File: config.mk
export PLATFORM = sky130hd
export DESIGN_NAME = adc_scan_sequencer_flat
export DESIGN_NICKNAME = d
export VERILOG_FILES = /design/src/rtl/adc_scan_sequencer_if.sv /design/src/rtl/adc_scan_sequencer.sv /design/src/flat_wrapper.sv
export SDC_FILE = /design/constraint.sdc
export NUM_CORES = 1
export LEC_CHECK = 0
export CORE_MARGIN = 1.5
export CORE_UTILIZATION = 53
export DETAILED_ROUTE_END_ITERATION = 10
export PLACE_DENSITY_LB_ADDON = 0.15
export SKIP_CTS_REPAIR_TIMING = 1
export SYNTH_ARGS = -nofsm -noshare
export SYNTH_HDL_FRONTEND = slang
export SYNTH_SLANG_ARGS = --single-unit
File: constraint.sdc
create_clock -name clk_doubleSCLK -period 4.3 [get_ports clk_doubleSCLK]
set_clock_uncertainty 0.05 [all_clocks]
set_input_delay 0.86 -clock clk_doubleSCLK [delete_from_list [all_inputs] [get_ports clk_doubleSCLK]]
set_output_delay 0.86 -clock clk_doubleSCLK [all_outputs]
set_load 0.03 [all_outputs]
File: src/rtl/adc_scan_sequencer_if.sv
// adc_scan_sequencer_if: conversion handshake between the scan sequencer and the ADC controller
interface adc_scan_sequencer_if;
    logic       start_protocol;
    logic [2:0] channel;
    logic [9:0] adc_data;
    logic       adc_ready;
    modport master (output start_protocol, channel, input adc_data, adc_ready);
    modport slave  (input start_protocol, channel, output adc_data, adc_ready);
endinterface

File: src/rtl/adc_scan_sequencer.sv
// adc_scan_sequencer: scans ADC channels per frame, averages 2^avg_log2 samples each, stores to a result bank
module adc_scan_sequencer #(
    parameter int TIMEOUT = 63
) (
    input  logic                        clk_doubleSCLK,
    input  logic                        reset,
    input  logic                        enable,
    input  logic [3:0]                  num_channels,
    input  logic [1:0]                  avg_log2,
    adc_scan_sequencer_if.master        adc,
    output logic [9:0]                  sample_out,
    output logic [2:0]                  sample_channel,
    output logic                        sample_valid,
    output logic                        frame_done,
    output logic                        err_timeout,
    output logic                        busy,
    input  logic [2:0]                  rd_addr,
    output logic [9:0]                  rd_data
);
    localparam int TW = $clog2(TIMEOUT + 1);
    typedef enum logic [2:0] {IDLE, START, WAIT, ACCUM, STORE} state_t;
    state_t state, state_n;
    logic [3:0]    nch_q, nch_eff, cnt;
    logic [1:0]    avg_q;
    logic [2:0]    idx;
    logic [12:0]   acc;
    logic [9:0]    data_q;
    logic [TW-1:0] wcnt;
    logic          rdy_q, rise, tmo, last, more;
    logic [9:0]    bank [8];
    assign nch_eff = num_channels == 4'd0 ? 4'd1 : num_channels > 4'd8 ? 4'd8 : num_channels;
    assign rise = adc.adc_ready & ~rdy_q;
    assign tmo = state == WAIT && !rise && wcnt == TW'(TIMEOUT - 1);
    assign last = {1'b0, idx} == nch_q - 4'd1;
    assign more = (cnt + 4'd1) < (4'd1 << avg_q);
    assign adc.start_protocol = state == START;
    assign adc.channel = idx;
    assign busy = state != IDLE;
    assign sample_valid = state == STORE;
    assign sample_channel = idx;
    assign sample_out = 10'(acc >> avg_q);
    // a timed-out channel still closes the frame when it is the last one
    assign frame_done = (sample_valid || tmo) && last;
    assign rd_data = bank[rd_addr];
    always_ff @(posedge clk_doubleSCLK or posedge reset)
        if (reset) state <= IDLE;
        else state <= state_n;
    always_comb begin
        state_n = state;
        case (state)
            IDLE:    state_n = enable ? START : IDLE;
            START:   state_n = WAIT;
            WAIT:    state_n = rise ? ACCUM : tmo ? (last && !enable ? IDLE : START) : WAIT;
            ACCUM:   state_n = more ? START : STORE;
            STORE:   state_n = last && !enable ? IDLE : START;
            default: state_n = IDLE;
        endcase
    end
    // rdy_q resets high so a level already high at reset is not taken as a new conversion
    always_ff @(posedge clk_doubleSCLK or posedge reset)
        if (reset) begin
            rdy_q       <= 1'b1;
            nch_q       <= 4'd0;
            avg_q       <= 2'd0;
            idx         <= 3'd0;
            acc         <= 13'd0;
            cnt         <= 4'd0;
            data_q      <= 10'd0;
            wcnt        <= '0;
            err_timeout <= 1'b0;
            bank        <= '{default: '0};
        end else begin
            rdy_q <= adc.adc_ready;
            if (state == IDLE && enable) begin
                nch_q       <= nch_eff;
                avg_q       <= avg_log2;
                idx         <= 3'd0;
                acc         <= 13'd0;
                cnt         <= 4'd0;
                err_timeout <= 1'b0;
            end
            if (state == START) wcnt <= '0;
            if (state == WAIT) begin
                if (rise) data_q <= adc.adc_data;
                else wcnt <= wcnt + TW'(1);
            end
            if (state == ACCUM) begin
                acc <= acc + 13'(data_q);
                cnt <= cnt + 4'd1;
            end
            if (state == STORE) bank[idx] <= sample_out;
            if (tmo) err_timeout <= 1'b1;
            if (sample_valid || tmo) begin
                acc <= 13'd0;
                cnt <= 4'd0;
                idx <= last ? 3'd0 : idx + 3'd1;
                if (last) begin
                    nch_q <= nch_eff;
                    avg_q <= avg_log2;
                end
            end
        end
endmodule

File: src/flat_wrapper.sv
// flat-port wrapper written by rule: the top's interface ports become plain ports
module adc_scan_sequencer_flat 
#(
    parameter int TIMEOUT = 63
)
  (clk_doubleSCLK, reset, enable, num_channels, avg_log2, sample_out, sample_channel, sample_valid, frame_done, err_timeout, busy, rd_addr, rd_data, adc_start_protocol, adc_channel, adc_adc_data, adc_adc_ready);
  adc_scan_sequencer_if adc_i ();
  input  logic clk_doubleSCLK;
  input  logic reset;
  input  logic enable;
  input  logic [3:0] num_channels;
  input  logic [1:0] avg_log2;
  output logic [9:0] sample_out;
  output logic [2:0] sample_channel;
  output logic sample_valid;
  output logic frame_done;
  output logic err_timeout;
  output logic busy;
  input  logic [2:0] rd_addr;
  output logic [9:0] rd_data;
  output wire logic [$bits(adc_i.start_protocol)-1:0] adc_start_protocol;
  output wire logic [$bits(adc_i.channel)-1:0] adc_channel;
  input wire logic [$bits(adc_i.adc_data)-1:0] adc_adc_data;
  input wire logic [$bits(adc_i.adc_ready)-1:0] adc_adc_ready;
  assign adc_start_protocol = adc_i.start_protocol;
  assign adc_channel = adc_i.channel;
  assign adc_i.adc_data = adc_adc_data;
  assign adc_i.adc_ready = adc_adc_ready;
  adc_scan_sequencer #(.TIMEOUT(TIMEOUT)) u_core (.clk_doubleSCLK(clk_doubleSCLK), .reset(reset), .enable(enable), .num_channels(num_channels), .avg_log2(avg_log2), .adc(adc_i), .sample_out(sample_out), .sample_channel(sample_channel), .sample_valid(sample_valid), .frame_done(frame_done), .err_timeout(err_timeout), .busy(busy), .rd_addr(rd_addr), .rd_data(rd_data));
endmodule
======== Yosys cells after proc, flatten, opt, wreduce, memory -nomap -nowiden ========
Index checks and enable logic that the tools add are counted.
cells by class
  $add $sub $neg .......................... 5
  order comparisons ....................... 5
  equality and inequality tests ........... 6
  shifts and indexed selects .............. 2
  multiplexer cells ....................... 34
  bitwise gates (word level) .............. 4
  reduce and logical (&&, ||, !) cells .... 16
operator list
  operator               count
  $bwmux W80             1
  $mux W13               3
  $mux W4                8
  $bmux W10 S3           1
  $demux W10 S3          1
  $mux W10               3
  $mux W3                6
  $mux W6                3
  $pmux W3 S5            1
  $add A13 B10 Y13       1
  $shr A13 B2 Y10        1
  $ge A4 B4 Y1 const B   2
  $not A3 Y4             2
  $add A6 B1 Y6 const B  1
  $eq A3 B2 Y1 const B   2
  $eq A6 B6 Y1 const B   1
  $logic_and A1 B1 Y1    6
  $mux W2                3
  $reduce_bool A3 Y1     2
  $add A4 B1 Y4 const B  1
  $eq A3 B4 Y1           1
  $gt A4 B4 Y1 const B   1
  $logic_not A4 Y1       1
  $lt A4 B1 Y1 const B   1
  other kinds (14)       19
word-level totals
  bits in registers ....................... 127
  input port bits ......................... 23
  output and inout port bits .............. 31
  word-level logic and storage cells ...... 90

======== Depth between registers and ports, before layout ========
Gate-level depths: netlist of run 1.
  depth in word-level cells ............... 8
  mapped depth ............................ 8
  gate-level depth less buffers ........... 7

======== Worst setup path after synthesis of run 1 ========
OpenSTA, ideal clock, no wires.
  path kind ............................... input-to-output
  start point ............................. input port rd_addr[0]
  end point ............................... output port rd_data[0]
  arrival time ............................ 2.001 ns
  data required time ...................... 3.390 ns
  setup slack ............................. 1.389 ns
  cell stages on the path ................. 3
  path buffers ............................ 1
  cells stage by stage .................... buf_2 > mux4_2 > mux2_2
between the ends
  cells in the longest elaborated chain, start to end .. 4
RTL lines
  item                                          line                      RTL
  start, declared                               flat_wrapper.sv:19        input logic [2:0] rd_addr;
  $not A3 Y4 (not written as such)              adc_scan_sequencer.sv:44  assign rd_data = bank[rd_addr];
  $bmux W10 S3                                  adc_scan_sequencer.sv:44
  $mux W10 (not written as such) (2 in series)  adc_scan_sequencer.sv:44
  end, declared                                 flat_wrapper.sv:20        output logic [9:0] rd_data;
Every way passes these cells. The select of a mux whose other input is x is not followed.

======== Worst setup path in the final report of run 1 ========
  start point ............................. input port rd_addr[0]
  end point ............................... output port rd_data[2]
The elaborated chain is that of the path after synthesis.

==> results of run 1 <==
registers in the layout, indices dropped and copies added, names as in the netlist:
signal              cells
u_core.acc             13
u_core.cnt              4
u_core.nch_q            4
u_core.state            3
u_core.bank            80
u_core.adc.channel      3
u_core.rdy_q            1
u_core.avg_q            2
u_core.wcnt             6
u_core.err_timeout      1
u_core.data_q          10
Yosys cell counts (8+ instances only):
master,count
a21oi_1,12
buf_2,8
clkbuf_1,8
dfrtp_1,126
ha_1,18
mux2_2,90
mux2_4,14
mux4_2,30
nand2_1,30
nand3_1,15
nor2_1,12
o21ai_0,20
xnor2_1,8
xor2_1,8
final timing paths:
check	cells past startpoint	slack, ps	to
max	5	400	rd_data[2]
max in group asynchronous	3	2480	u_core.rdy_q
min in group asynchronous	2	890	u_core.bank[21]
min reg2reg	1	440	u_core.wcnt[5]
min	1	440	u_core.wcnt[5]
max reg2reg	6	1930	u_core.bank[4]
worst register-to-register path: stages, from the launching register on:
cell and delay (ps):
dfrtp_1 430, nor2_1 160, nand2_1 140, inv_2 130, and2_1 240, and3_1 740
mux2_4 370
power by group through the flow:
stage	Combinational [uW]	Clock (uW)	Sequential, uW
after floorplan	1170	0	1540
after global placement	1450	0	1640
after detailed placement	1490	0	1650
after CTS	1500	1650	1630
after global routing	1650	1700	1660
final	1500	1620	1630
logic make-up after synthesis:
kind of cell,count (synthesis)
and+or+nand+nor,95
adders and majority gates,19
DFF,127
AOI/OAI and AO/OA,57
buffers and inverters,28
muxes,140
xor gates and xnor gates,16
layout make-up:
| class | instances | area (um^2) |
|---|---|---|
| Fill cell | 904 | 4160 |
| Multi-Input combinational cell | 327 | 3190 |
| Sequential cell | 127 | 3180 |
| Timing Repair Buffer | 59 | 598 |
| Clock buffer | 21 | 460 |
| Clock inverter | 11 | 210 |
| Tap cell | 147 | 184 |
| Inverter | 6 | 25.0 |
through the flow:
step | utilization | std cells
2_1_floorplan | - | 482
3_3_place_gp | 0.598 | 666
3_5_place_dp | 0.598 | 666
4_1_cts | 0.653 | 698
5_1_grt | 0.653 | 698
6_report | 0.653 | 698
metal layers:
metal  global-route usage  vias up
met5                    0        -
met1                0.296     2112
met3               0.0521       17
li1                     -     1909
met2                0.354       84
met4               0.0917        0
==> metrics.txt, run 1 <==
total power draw=around 4800 uW; CP Capture Type=primary output; effective utilization at floorplan=0.542; post-detailed-placement half-perimeter wirelength=8.87 mm; first-pass GRT wire length=approximately 22 mm; Seq/Total Area, Yosys=0.488; clock root buffer=clkbuf_16; Worst R2R Start=u_core.state[1]; CP max stage delay=590 ps; wl on met1=6.06 mm; final count of hold timing violations=0; Cells after Synth=482; largest family of logic cells by synthesized area=multiplexers; Total Routing Usage GR=0.222; vias in the first global route=4,247; post-synth top area cell=dfrtp_1; Slew Limit Fails=0; Power Density=roughly 610 mW/mm^2; met2 routed WL=6.37 mm; layout cells sized above 1=0.328; Pint=3210 uW; Pre-antenna DRT Iters=7; setup_tns=0 ps; synth unique cells=48; Area Growth Syn to Fin=20.5%; Max Used Layer=met4; CP Data Required Time=3390 ps; Psw=1540 uW; remaining routing DRC violations=0; crit path max fanout=20; Congestion Overflow GR=0; vias=4,122; Reg clk slew, reported paths=50 ps; Post-synth EDFFs=0; initial antenna violation count=0; drt via density=5.91; syn_area_per_cell=around 14 um^2; Post-Synth XOR/XNOR Area=0.0215; max frequency=about 260 MHz; maximum VDD drop=0.000415 V; most used cell, CP=clkdlybuf4s50_1; Final ANT Viol Nets=0; clk_lat worst skew=420 ps; Min Hold Slack=440 ps; Tcrit/Tclk final=0.906; Antenna Cells=0; combinational share of power=0.315; CTS max path bufs=2; Worst EP arrival=~3000 ps; Compound-Gate Fraction of Synth Area=0.0542; CTS sink count=127; Synth Register Bits=127; post-synthesis async set-or-reset flop share=1.00; switch share=0.324; largest net degree at the start of global routing=62; final setup violation count=0; top-area cell type share of the netlist area=0.484; row cnt=40; RSZ-0062 raised after global routing=false; most common cell after layout, fill and taps aside=dfrtp_1; CP bufs+invs=3; crit-path cells=clkdlybuf4s50_1 -> buf_12 -> mux4_2 -> mux2_2 -> clkdlybuf4s50_1; I/O Buffers=53; Syn Nets=524; Post-Synthesis Cell Area=0.00651 mm^2; status=completed; Avg WL per Cell=around 19 um; CTS tree=done; Crit Path Category=in2out; Top Family by Delay on Critical Path=buffers and inverters; top cells by area, synth=dfrtp_1 48%, mux2_2 16%, mux4_2 10%; most frequent cells in the layout=126 x dfrtp_1, 90 x mux2_2, 52 x clkdlybuf4s50_1; Slew headroom=0.443; P_leak=0.00367 uW; Top-Level Pins=54; DR iter-0 viols=191; Hold WC Path Type=reg2reg; Slew @ Worst Pin=836 ps; Max Cap Violations=0; Die Wd=114 um; Final nets=580; GP Congestion=a little under 0.8; adder-cell share of the synthesized area=0.0377; Critical Path Source=rd_addr[0]; Primary FF master, synth=dfrtp_1; number of buffers created by CTS=17; worst-path cell with the longest stage delay=clkdlybuf4s50_1; Die Y=114 um; length of routed met3 wiring=between 400 and 500 um; Ys Warns=0; Final min period=3900 ps; Core ar.=0.0120 mm^2; H-Tree Depth=4; hold path start=u_core.wcnt[5]; Clk pwr share=0.342; mux contribution to synthesized area=0.301; cell area after layout=0.00785 mm^2; final worst slack=roughly 400 ps; die area=0.0130 mm^2; Routed WL=between 10 and 15 mm; Area after DPL=0.00718 mm^2; crit start category=primary input; post-synthesis simple-gate area fraction=0.0759; dpl ws=403 ps; Seq pwr share=0.343
Power figures use the tool's default switching activity.
==> inputs of run 2 (changes only) <==
--- a/config.mk
+++ b/config.mk
@@ -10,6 +10,7 @@
 export DETAILED_ROUTE_END_ITERATION = 10
 export PLACE_DENSITY_LB_ADDON = 0.15
 export SKIP_CTS_REPAIR_TIMING = 1
+export SLEW_MARGIN = 20
 export SYNTH_ARGS = -nofsm -noshare
 export SYNTH_HDL_FRONTEND = slang
 export SYNTH_SLANG_ARGS = --single-unit
==> results of run 2 <==
Final layout, timing and power as in run 1 (identical DEF).
==> inputs of run 3 (changes only) <==
--- a/config.mk
+++ b/config.mk
@@ -9,7 +9,6 @@
 export CORE_UTILIZATION = 53
 export DETAILED_ROUTE_END_ITERATION = 10
 export PLACE_DENSITY_LB_ADDON = 0.15
-export SKIP_CTS_REPAIR_TIMING = 1
 export SLEW_MARGIN = 20
 export SYNTH_ARGS = -nofsm -noshare
 export SYNTH_HDL_FRONTEND = slang
==> results of run 3 <==
Final layout, timing and power as in run 1 (identical DEF).
